<file path="config.mk">
export PLATFORM = sky130hd
export DESIGN_NAME = dmem_arbiter_flat
export DESIGN_NICKNAME = d
export VERILOG_FILES = /design/src/rtl/dmem_arbiter_if.sv /design/src/rtl/dmem_arbiter.sv /design/src/flat_wrapper.sv
export SDC_FILE = /design/constraint.sdc
export NUM_CORES = 1
export LEC_CHECK = 0
export CORE_MARGIN = 2
export CORE_UTILIZATION = 30
export CTS_CLUSTER_DIAMETER = 30
export DETAILED_ROUTE_END_ITERATION = 10
export PLACE_DENSITY = 0.82
export SYNTH_ARGS = -nofsm -noshare
export SYNTH_HDL_FRONTEND = slang
export SYNTH_SLANG_ARGS = --single-unit
</file>
<file path="constraint.sdc">
create_clock -name clock -period 2.7 [get_ports clock]
set_input_delay 0.675 -clock clock [delete_from_list [all_inputs] [get_ports clock]]
set_output_delay 0.675 -clock clock [all_outputs]
set_load 0.005 [all_outputs]
</file>
<file path="src/rtl/dmem_arbiter_if.sv">
// Bus bundle for dmem_arbiter: CPU port, auxiliary requester port and RAM port.
// cpu_stall exists only when DMEM_ARB_STALL_EN is defined.
`timescale 1ns/1ps
interface dmem_arbiter_if #(
  parameter int ADDR_W = 12,
  parameter int DATA_W = 32
);
  logic              cpu_req;
  logic              cpu_wren;
  logic [ADDR_W-1:0] cpu_addr;
  logic [DATA_W-1:0] cpu_data;
  logic [DATA_W-1:0] cpu_q;
`ifdef DMEM_ARB_STALL_EN
  logic              cpu_stall;
`endif
  logic              aux_req;
  logic              aux_we;
  logic [ADDR_W-1:0] aux_addr;
  logic [DATA_W-1:0] aux_wdata;
  logic              aux_gnt;
  logic              aux_rvalid;
  logic [DATA_W-1:0] aux_rdata;
  logic              aux_starved;
  logic              ram_wEn;
  logic [ADDR_W-1:0] ram_addr;
  logic [DATA_W-1:0] ram_dataIn;
  logic [DATA_W-1:0] ram_dataOut;

  // Arbiter side: sees both requesters and drives the RAM.
  modport slave (
`ifdef DMEM_ARB_STALL_EN
    output cpu_stall,
`endif
    input  cpu_req, cpu_wren, cpu_addr, cpu_data,
    output cpu_q,
    input  aux_req, aux_we, aux_addr, aux_wdata,
    output aux_gnt, aux_rvalid, aux_rdata, aux_starved,
    output ram_wEn, ram_addr, ram_dataIn,
    input  ram_dataOut
  );

  // Environment side: requesters plus the RAM instance.
  modport master (
`ifdef DMEM_ARB_STALL_EN
    input  cpu_stall,
`endif
    output cpu_req, cpu_wren, cpu_addr, cpu_data,
    input  cpu_q,
    output aux_req, aux_we, aux_addr, aux_wdata,
    input  aux_gnt, aux_rvalid, aux_rdata, aux_starved,
    input  ram_wEn, ram_addr, ram_dataIn,
    output ram_dataOut
  );
endinterface

</file>
<file path="src/rtl/dmem_arbiter.sv">
// Shares a single-port synchronous data RAM between the CPU (fixed priority, no added
// latency) and one auxiliary requester. Optional macro DMEM_ARB_STALL_EN: forced aux grant on starvation.
`timescale 1ns/1ps
module dmem_arbiter #(
  parameter int ADDR_W     = 12,
  parameter int DATA_W     = 32,
  parameter int STARVE_MAX = 16
) (
  input logic           clock,
  input logic           anti_reset,
  dmem_arbiter_if.slave bus
);
  localparam int               CNT_W   = $clog2(STARVE_MAX + 1);
  localparam logic [CNT_W-1:0] CNT_MAX = CNT_W'(STARVE_MAX);
  localparam logic [CNT_W-1:0] CNT_ONE = CNT_W'(1'b1);

  typedef enum logic [1:0] {
    S_IDLE = 2'd0,
    S_WAIT = 2'd1,
    S_RD   = 2'd2,
    S_RET  = 2'd3
  } state_e;

  state_e            state_q, state_d;
  logic [CNT_W-1:0]  wait_cnt_q, wait_cnt_d;
  logic              aux_starved_q, aux_starved_d;
  logic [DATA_W-1:0] aux_rdata_q, aux_rdata_d;

  logic              arb_phase_s;
  logic              force_s;
  logic              gnt_s;
  logic              blocked_s;
  logic [ADDR_W-1:0] mux_addr_s;
  logic [DATA_W-1:0] mux_data_s;
  logic              mux_wen_s;

  // Grant decision: aux may only take the port in IDLE/WAIT and never while reset is asserted.
  always_comb begin
    arb_phase_s = (state_q == S_IDLE) || (state_q == S_WAIT);
`ifdef DMEM_ARB_STALL_EN
    force_s = (state_q == S_WAIT) && bus.aux_req && (wait_cnt_q == CNT_MAX);
`else
    force_s = 1'b0;
`endif
    gnt_s     = anti_reset && arb_phase_s && bus.aux_req && (!bus.cpu_req || force_s);
    blocked_s = arb_phase_s && bus.aux_req && bus.cpu_req && !force_s;
  end

  // State register and bookkeeping registers.
  always_ff @(posedge clock or negedge anti_reset) begin
    if (!anti_reset) begin
      state_q       <= S_IDLE;
      wait_cnt_q    <= {CNT_W{1'b0}};
      aux_starved_q <= 1'b0;
      aux_rdata_q   <= {DATA_W{1'b0}};
    end else begin
      state_q       <= state_d;
      wait_cnt_q    <= wait_cnt_d;
      aux_starved_q <= aux_starved_d;
      aux_rdata_q   <= aux_rdata_d;
    end
  end

  // Next-state logic; a dropped request in WAIT simply falls back to IDLE.
  always_comb begin
    state_d = state_q;
    case (state_q)
      S_IDLE, S_WAIT: begin
        if (gnt_s) begin
          state_d = bus.aux_we ? S_IDLE : S_RD;
        end else if (blocked_s) begin
          state_d = S_WAIT;
        end else begin
          state_d = S_IDLE;
        end
      end
      S_RD:    state_d = S_RET;
      S_RET:   state_d = S_IDLE;
      default: state_d = S_IDLE;
    endcase
  end

  // Wait counter saturates; starvation flag is sticky until reset.
  always_comb begin
    wait_cnt_d = wait_cnt_q;
    if (gnt_s) begin
      wait_cnt_d = {CNT_W{1'b0}};
    end else if (blocked_s && (wait_cnt_q != CNT_MAX)) begin
      wait_cnt_d = wait_cnt_q + CNT_ONE;
    end else begin
      wait_cnt_d = wait_cnt_q;
    end
    aux_starved_d = aux_starved_q || (wait_cnt_d == CNT_MAX);
    if (state_q == S_RD) begin
      aux_rdata_d = bus.ram_dataOut;
    end else begin
      aux_rdata_d = aux_rdata_q;
    end
  end

  // RAM port mux: aux owns the port only in its grant cycle, otherwise the CPU drives it.
  always_comb begin
    if (gnt_s) begin
      mux_wen_s  = bus.aux_we;
      mux_addr_s = bus.aux_addr;
      mux_data_s = bus.aux_wdata;
    end else begin
      mux_wen_s  = bus.cpu_wren && bus.cpu_req;
      mux_addr_s = bus.cpu_addr;
      mux_data_s = bus.cpu_data;
    end
  end

  // Output decode.
  always_comb begin
    bus.ram_wEn     = mux_wen_s;
    bus.ram_addr    = mux_addr_s;
    bus.ram_dataIn  = mux_data_s;
    bus.cpu_q       = bus.ram_dataOut;
    bus.aux_gnt     = gnt_s;
    bus.aux_rvalid  = (state_q == S_RET);
    bus.aux_rdata   = aux_rdata_q;
    bus.aux_starved = aux_starved_q;
`ifdef DMEM_ARB_STALL_EN
    bus.cpu_stall   = force_s && gnt_s;
`endif
  end
endmodule

</file>
<file path="src/flat_wrapper.sv">
// flat-port wrapper written by rule: the top's interface ports become plain ports
module dmem_arbiter_flat 
#(
  parameter int ADDR_W     = 12,
  parameter int DATA_W     = 32,
  parameter int STARVE_MAX = 16
)
  (clock, anti_reset, bus_cpu_req, bus_cpu_wren, bus_cpu_addr, bus_cpu_data, bus_cpu_q, bus_aux_req, bus_aux_we, bus_aux_addr, bus_aux_wdata, bus_aux_gnt, bus_aux_rvalid, bus_aux_rdata, bus_aux_starved, bus_ram_wEn, bus_ram_addr, bus_ram_dataIn, bus_ram_dataOut);
  dmem_arbiter_if #(.ADDR_W(ADDR_W), .DATA_W(DATA_W)) bus_i ();
  input logic clock;
  input logic anti_reset;
  input wire logic [$bits(bus_i.cpu_req)-1:0] bus_cpu_req;
  input wire logic [$bits(bus_i.cpu_wren)-1:0] bus_cpu_wren;
  input wire logic [$bits(bus_i.cpu_addr)-1:0] bus_cpu_addr;
  input wire logic [$bits(bus_i.cpu_data)-1:0] bus_cpu_data;
  output wire logic [$bits(bus_i.cpu_q)-1:0] bus_cpu_q;
  input wire logic [$bits(bus_i.aux_req)-1:0] bus_aux_req;
  input wire logic [$bits(bus_i.aux_we)-1:0] bus_aux_we;
  input wire logic [$bits(bus_i.aux_addr)-1:0] bus_aux_addr;
  input wire logic [$bits(bus_i.aux_wdata)-1:0] bus_aux_wdata;
  output wire logic [$bits(bus_i.aux_gnt)-1:0] bus_aux_gnt;
  output wire logic [$bits(bus_i.aux_rvalid)-1:0] bus_aux_rvalid;
  output wire logic [$bits(bus_i.aux_rdata)-1:0] bus_aux_rdata;
  output wire logic [$bits(bus_i.aux_starved)-1:0] bus_aux_starved;
  output wire logic [$bits(bus_i.ram_wEn)-1:0] bus_ram_wEn;
  output wire logic [$bits(bus_i.ram_addr)-1:0] bus_ram_addr;
  output wire logic [$bits(bus_i.ram_dataIn)-1:0] bus_ram_dataIn;
  input wire logic [$bits(bus_i.ram_dataOut)-1:0] bus_ram_dataOut;
  assign bus_i.cpu_req = bus_cpu_req;
  assign bus_i.cpu_wren = bus_cpu_wren;
  assign bus_i.cpu_addr = bus_cpu_addr;
  assign bus_i.cpu_data = bus_cpu_data;
  assign bus_cpu_q = bus_i.cpu_q;
  assign bus_i.aux_req = bus_aux_req;
  assign bus_i.aux_we = bus_aux_we;
  assign bus_i.aux_addr = bus_aux_addr;
  assign bus_i.aux_wdata = bus_aux_wdata;
  assign bus_aux_gnt = bus_i.aux_gnt;
  assign bus_aux_rvalid = bus_i.aux_rvalid;
  assign bus_aux_rdata = bus_i.aux_rdata;
  assign bus_aux_starved = bus_i.aux_starved;
  assign bus_ram_wEn = bus_i.ram_wEn;
  assign bus_ram_addr = bus_i.ram_addr;
  assign bus_ram_dataIn = bus_i.ram_dataIn;
  assign bus_i.ram_dataOut = bus_ram_dataOut;
  dmem_arbiter #(.ADDR_W(ADDR_W), .DATA_W(DATA_W), .STARVE_MAX(STARVE_MAX)) u_core (.clock(clock), .anti_reset(anti_reset), .bus(bus_i));
endmodule
</file>
==> flow_summary.json <==
{
  "outcome": "finished clean",
  "die_height_um": 93.5,
  "place.gp.congestion": 0.761,
  "syn_inst": 195,
  "timing.final.setup_violations": 0,
  "period_minus_slack_ns": 2.64,
  "floorplan.die_area_um2": 8740,
  "yosysTopAreaCellShare_pct": 41.6,
  "drt_wl_total_mm": 8.92,
  "required_ns": 2.03,
  "portBuffers": 237,
  "worst_r2r_endpoint": "u_core.bus.aux_starved$_DFF_PN0_",
  "cts_max_path_buffers": 2,
  "worst_setup_path_end_kind": "output port",
  "yosys_warnings": 0,
  "finalCritPeriodShare_pct": 97.9,
  "timing.max_slew.rel_slack_pct": 60.2,
  "power.leakage_nw": 2.07,
  "p_switching_uw": 757,
  "worst_case_setup_margin_in_the_final_layout_ns": 0.0554,
  "timing_worst_setup_path_type": "input pin to output port",
  "sw_frac_of_total_pct": 25.8,
  "synth_sequential_area_ratio_pct": 41.6,
  "grt_first_pass_wirelength_mm": 13.1,
  "clock_sinks": 40,
  "yosys-top-cells-area": "sky130_fd_sc_hd__dfrtp_1 (42%), sky130_fd_sc_hd__mux2_2 (36%), sky130_fd_sc_hd__buf_4 (10%)",
  "post_drt_wl_per_cell_um": 17.1,
  "clock-root-buffer": "sky130_fd_sc_hd__clkbuf_8",
  "r2r.worst_path.cells": 6,
  "antenna_found_initial": 0,
  "worstSetupStartpointType": "input pin",
  "p_int_mw": 2.18,
  "dp_hpwl_mm": 6.77,
  "antenna-diode-count": 0,
  "clock_skew_ns": 0.00519,
  "postSynthAreaPerCell_um2": 12.3,
  "power.ir.vdd_worst_v": 0.000434,
  "synth-edff-count": 0,
  "numCtsBuffers": 5,
  "drive_gt1_share_pct": 36.7,
  "route.detailed.vias_per_inst": 4.46,
  "core_um2": 7730,
  "place_area_um2": 4690,
  "most_numerous_cell_in_the_yosys_netlist": "sky130_fd_sc_hd__mux2_2",
  "drt-pass1-iter-count": 4,
  "grt_pass1_vias": 2460,
  "ff2ff_setup_slack_ns": 0.82,
  "number_of_synthesized_register_bits": 40,
  "post_synth_fa_ha_maj_area_fraction_pct": 1.04,
  "boundaryPins": 238,
  "clock_power_share_pct": 18.2,
  "pre_cts_slack_ns": -0.612,
  "grtUsageTotal_pct": 19.4,
  "horiz_die_dim_um": 93.5,
  "max-cap-violations": 0,
  "holdPathEnd": "u_core.bus.aux_starved$_DFF_PN0_",
  "dr_total_vias": 2327,
  "finalHoldViolations": 0,
  "share_of_synthesized_registers_carrying_an_async_set_or_reset_pct": 100,
  "synth_nets": 323,
  "pin_count_of_the_biggest_net_entering_global_routing": 42,
  "synthTopCellsByCount": "sky130_fd_sc_hd__mux2_2 (76), sky130_fd_sc_hd__dfrtp_1 (40), sky130_fd_sc_hd__buf_4 (32)",
  "fin_area_um2": 4900,
  "core.rowCount": 32,
  "post_synth_xor_area_fraction_pct": 0.729,
  "yosys.area.top_type": "sky130_fd_sc_hd__dfrtp_1",
  "arrival_ns": 1.97,
  "drtIter0Drc": 59,
  "synth_area_um2": 2400,
  "holdCritPathClass": "register to register",
  "hold_start": "u_core.bus.aux_starved$_DFF_PN0_",
  "report.final.slew_viol_count": 0,
  "synth.mux.area_fraction_pct": 35.6,
  "yosys.cell_types.count": 32,
  "drt_drc_violations_left": 0,
  "antenna_left": 0,
  "holdPathStages": 1,
  "synth-compound-area-share_pct": 2.71,
  "clkSlewWorstSetupHoldPaths_ns": 0.07,
  "initial_utilization_pct": 31.1,
  "simple_gate_share_of_the_synthesized_area_pct": 5.78,
  "fmaxAchievable_mhz": 378,
  "design.final.nets": 547,
  "pwr_density_cell_nw_per_um2": 599,
  "worst_pin_slew_ns": 0.590,
  "synth_top_family_by_area": "multiplexers",
  "maximum_net_fanout_on_the_critical_path": 5,
  "grt_overflow": 0,
  "dominantRegCellSynth": "sky130_fd_sc_hd__dfrtp_1",
  "reg2reg_from": "u_core.wait_cnt_q[0]$_DFF_PN0_",
  "power.combinational.fraction_pct": 47.1,
  "htreeDepth": 2,
  "cts_tree": "built",
  "areaGrowthSynthToFinish_pct": 104,
  "share_seq_of_total_power_pct": 34.7,
  "grt_setup_unrepaired": "no",
  "worstSkewPairLatency_ns": 0.28
}
-- per-layer routing --
layer | GRT usage (%) | part of all wire (%) | vias to the layer above
met5 | 0 | 0 | -
met4 | 5.64 | 1.5 | 0
met3 | 6.69 | 9.0 | 13
met2 | 33.8 | 52 | 111
met1 | 22.4 | 37 | 1097
li1 | - | - | 1106
-- power by group through the flow --
stage | clock network [mW] | registers (mW) | logic (mW)
after floorplan | 0 | 1.04 | 0.455
after global placement | 0 | 1.02 | 1.36
after detailed placement | 0 | 1.03 | 1.39
after CTS | 0.550 | 1.02 | 1.41
after global routing | 0.591 | 1.06 | 1.49
final | 0.534 | 1.02 | 1.38
-- critical path, stage by stage --
cell and delay [ns]:
sky130_fd_sc_hd__clkdlybuf4s15_1 0.18, sky130_fd_sc_hd__and3b_2 0.31, sky130_fd_sc_hd__buf_12 0.13, sky130_fd_sc_hd__buf_8 0.11, sky130_fd_sc_hd__buf_16 0.11, sky130_fd_sc_hd__mux2_2 0.32, sky130_fd_sc_hd__buf_2 0.13
-- what timing repair did --
item | CTS | global route
endpoints found under the setup margin | 46 | 28
gates resized for setup | 174 | 12
cloned | 4 | 0
pin swaps | 1 | 0
hold buffers | 0 | 0
buffers inserted | 12 | 0
-- registers in the layout, indices dropped and copies added, names as in the netlist --
name / cells
u_core.bus.aux_rdata: 32
u_core.bus.aux_starved: 1
u_core.state_q: 2
u_core.wait_cnt_q: 5
-- through the flow --
stage          cells  util, %  setup TNS, ns  hold WS, ns  power [mW]
3_3_place_gp     500     60.6         -23.90        0.467        2.38
6_report         522     63.4              0        0.472        2.94
4_1_cts          524     64.2        -0.0528        0.483        2.98
2_1_floorplan    195        -              0        0.379        1.50
3_5_place_dp     500     60.6         -26.04        0.470        2.42
5_1_grt          522     63.4              0        0.501        3.14
-- placed cells by master, fill, tap and decap left out, drive strengths merged --
cell type,n
clkdlybuf4s50,189
mux2,76
buf,55
dfrtp,40
clkbuf,14
clkdlybuf4s15,7
inv,4
nor2,4
nand3,2
xnor2,2
nand2,2
o21ai,2
ha,2
nand4b,2
and2,2
nor4bb,1
nor3,1
nor2b,1
and3b,1
o21a,1
nand3b,1
or2,1
a21o,1
and3,1
or3,1
a21oi,1
nand2b,1
a2111oi,1
a41o,1
a22o,1
bufinv,1
dlygate4sd2,1
-- how the worst max path moves through the flow --
stage           startpoint                  to  slack [ns]  cells after the start
6_report       bus_cpu_req  bus_ram_dataIn[21]        0.06                      7
5_1_grt        bus_cpu_req   bus_ram_dataIn[4]       0.008                      6
3_3_place_gp   bus_aux_req  bus_ram_dataIn[22]       -0.57                      6
2_1_floorplan  bus_aux_req     bus_ram_addr[0]        0.25                      5
4_1_cts        bus_cpu_req  bus_ram_dataIn[27]       -0.01                      8
3_5_place_dp   bus_aux_req  bus_ram_dataIn[22]       -0.61                      6
-- area by class of cell --
type	instances	area, um2
Sequential cell	40	1000
Tap cell	102	128
Fill cell	653	2830
Clock inverter	1	30.0
Inverter	4	15.0
Clock buffer	7	96.3
Timing Repair Buffer	259	2510
Multi-Input combinational cell	109	1120
-- cell families after synthesis --
| kind of cell | count (synthesis) |
|---|---|
| AO/OA/AOI/OAI | 8 |
| XOR/XNOR | 2 |
| adder cells (fa/ha/maj) | 2 |
| buffers and inverters | 46 |
| flip-flops | 40 |
| multiplexers | 76 |
| AND/OR/NAND/NOR | 21 |
(Power assumes the default switching activity.)
==> patch, RTL diff (config.mk and constraints unchanged) <==
The 4 states of `state_e` get a one-hot encoding in 4 bits.
--- a/src/rtl/dmem_arbiter.sv
+++ b/src/rtl/dmem_arbiter.sv
@@ -14,11 +14,11 @@
   localparam logic [CNT_W-1:0] CNT_MAX = CNT_W'(STARVE_MAX);
   localparam logic [CNT_W-1:0] CNT_ONE = CNT_W'(1'b1);
 
-  typedef enum logic [1:0] {
-    S_IDLE = 2'd0,
-    S_WAIT = 2'd1,
-    S_RD   = 2'd2,
-    S_RET  = 2'd3
+  typedef enum logic [3:0] {
+    S_IDLE = 4'b0001,
+    S_WAIT = 4'b0010,
+    S_RD   = 4'b0100,
+    S_RET  = 4'b1000
   } state_e;
 
   state_e            state_q, state_d;
Formal check against the unedited RTL: no difference found for any inputs over 10 cycles, from zero or initial values and one cycle with anti_reset low; not proved beyond that.
==> patch against the original RTL <==
The run now ends with negative setup slack left. Die area up 8.0%. Synthesized cell count rose by 4.6%. Sequential cell count grew 2. Area after synthesis is 8.4% higher. Power down 21%. Non-clock buffer count grew 13. Cell count increased by 5.0%. Via count increased by 7.2%. Count of clock-buffer cells in the layout fell by 1. Routed wire length is 0.57% lower. Worst setup slack worse by 330 ps. Design area is 11% higher. Critical path type unchanged. Largest cell class unchanged.
==> patch: results (changes against the original RTL) <==
stage,metric,value,unit,change
outcome,status,"finished, violations left",,
outcome,violations,negative setup slack,,
critical_path,endpoint,bus_ram_dataIn[6],,
pwr,totalPowerFinal,2.332,mW,-21%
critical_path,crit_start,bus_aux_req,,
detailed_routing,met1Wirelength,2734,um,-18%
timing,relSlewSlack,65.07,%,+4.9 points
layout,drive_above_1_share,39.05,%,+2.4 points
layout,layout.nets,570,,+4.2%
logic_synthesis,yosys-top-cells-area,"dfrtp_1 39%, mux2_2 26%, buf_4 9.8%, mux2_4 5.8%, mux2_1 2.6%",,
placement,gp_congestion,0.7978,,+4.8%
timing,setup_slack,-274.2,ps,-329.6 ps
logic_synthesis,avgSynthCellArea,12.77,sq um,+3.6%
cts,ctsResizeCount,279,,+60%
logic_synthesis,synth.distinct_cells,39,,+22%
placement,dpl.hpwl,6944,um,+2.6%
layout,fillerInstances,626,,-4.1%
pwr,combPwrFrac,46.4,%,-0.7 points
logic_synthesis,synth_common_cells,"60 x mux2_2, 41 x dfrtp_1, 34 x buf_4",,
detailed_routing,routedWlPerCell,16.18,um,-5.3%
critical_path,crit_fanout,6,,+1
placement,dp.cells,517,,+3.4%
placement,dp_slack,-924.1,ps,-312.5 ps
detailed_routing,top_layer_used,met4,,
pwr,pwr_density_cell,427.7,mW/mm^2,-29%
placement,post_dp_cell_area,0.004907,sq mm,+4.7%
critical_path,cp_slowest_cell,or3b_1,,
critical_path,r2r-start,u_core.state_q[0],,
critical_path,regToRegSetupSlack,780,ps,-40 ps
layout,largest_register_ffs,32,,unchanged
cts,post-cts-setup-buffers,22,,+10
detailed_routing,wl_met3,836,um,+4.5%
timing,tns,-7387,ps,-7387 ps
logic_synthesis,synth_seq_area_share,40.39,%,-1.3 points
global_route,grt_pass1_wl,13630,um,+3.7%
detailed_routing,viasPerCell,4.551,,+2.1%
detailed_routing,totalWireLength,8867,um,-0.57%
detailed_routing,drtIter0Drc,63,,+6.8%
logic_synthesis,syn_nets,332,,+2.8%
timing,setup_violations,44,,+44
detailed_routing,met2WireLength,5157,um,+11%
global_route,grt_usage,18.18,%,-1.2 points
global_route,grt_pass1_vias,2745,,+12%
critical_path,max_stage_delay,350,ps,+30 ps
min_path,hold_class,in2async,,
pwr,power.share.clock,16.4,%,-1.8 points
timing,finalClockSkew,8.455,ps,+3.265 ps
pwr,switchingPower,628.0,uW,-17%
## patch: cell types whose count changed after synthesis, moves of 3 or more
cell    change
mux2_2     -16
mux2_4     +10
mux2_1      +6
buf_2       -3
## patch: layer usage
| layer | vias to the layer above | track usage (%) |
|---|---|---|
| met4 | 0 | 4.767 |
| li1 | 1178 | - |
| met1 | 1155 | 15.70 |
| met5 | - | 0 |
| met2 | 149 | 38.30 |
| met3 | 12 | 6.331 |
## patch: cell families after synthesis
group	after synthesis	synth area share, %
multiplexers	78	35.06
AND/OR/NAND/NOR	22	5.860
AO/OA/AOI/OAI	9	3.122
buffers and inverters	48	13.30
flip-flops	42	40.39
XOR/XNOR	3	1.297
adder cells (fa/ha/maj)	2	0.9605
## patch: layout make-up
cell class,instances,area share [%]
clock buffer,6,1.331
sequential,42,19.30
tap,105,2.410
timing repair buffer,272,51.69
clock inverter,2,0.2525
inverter,7,0.5279
multi-input combinational,114,24.49
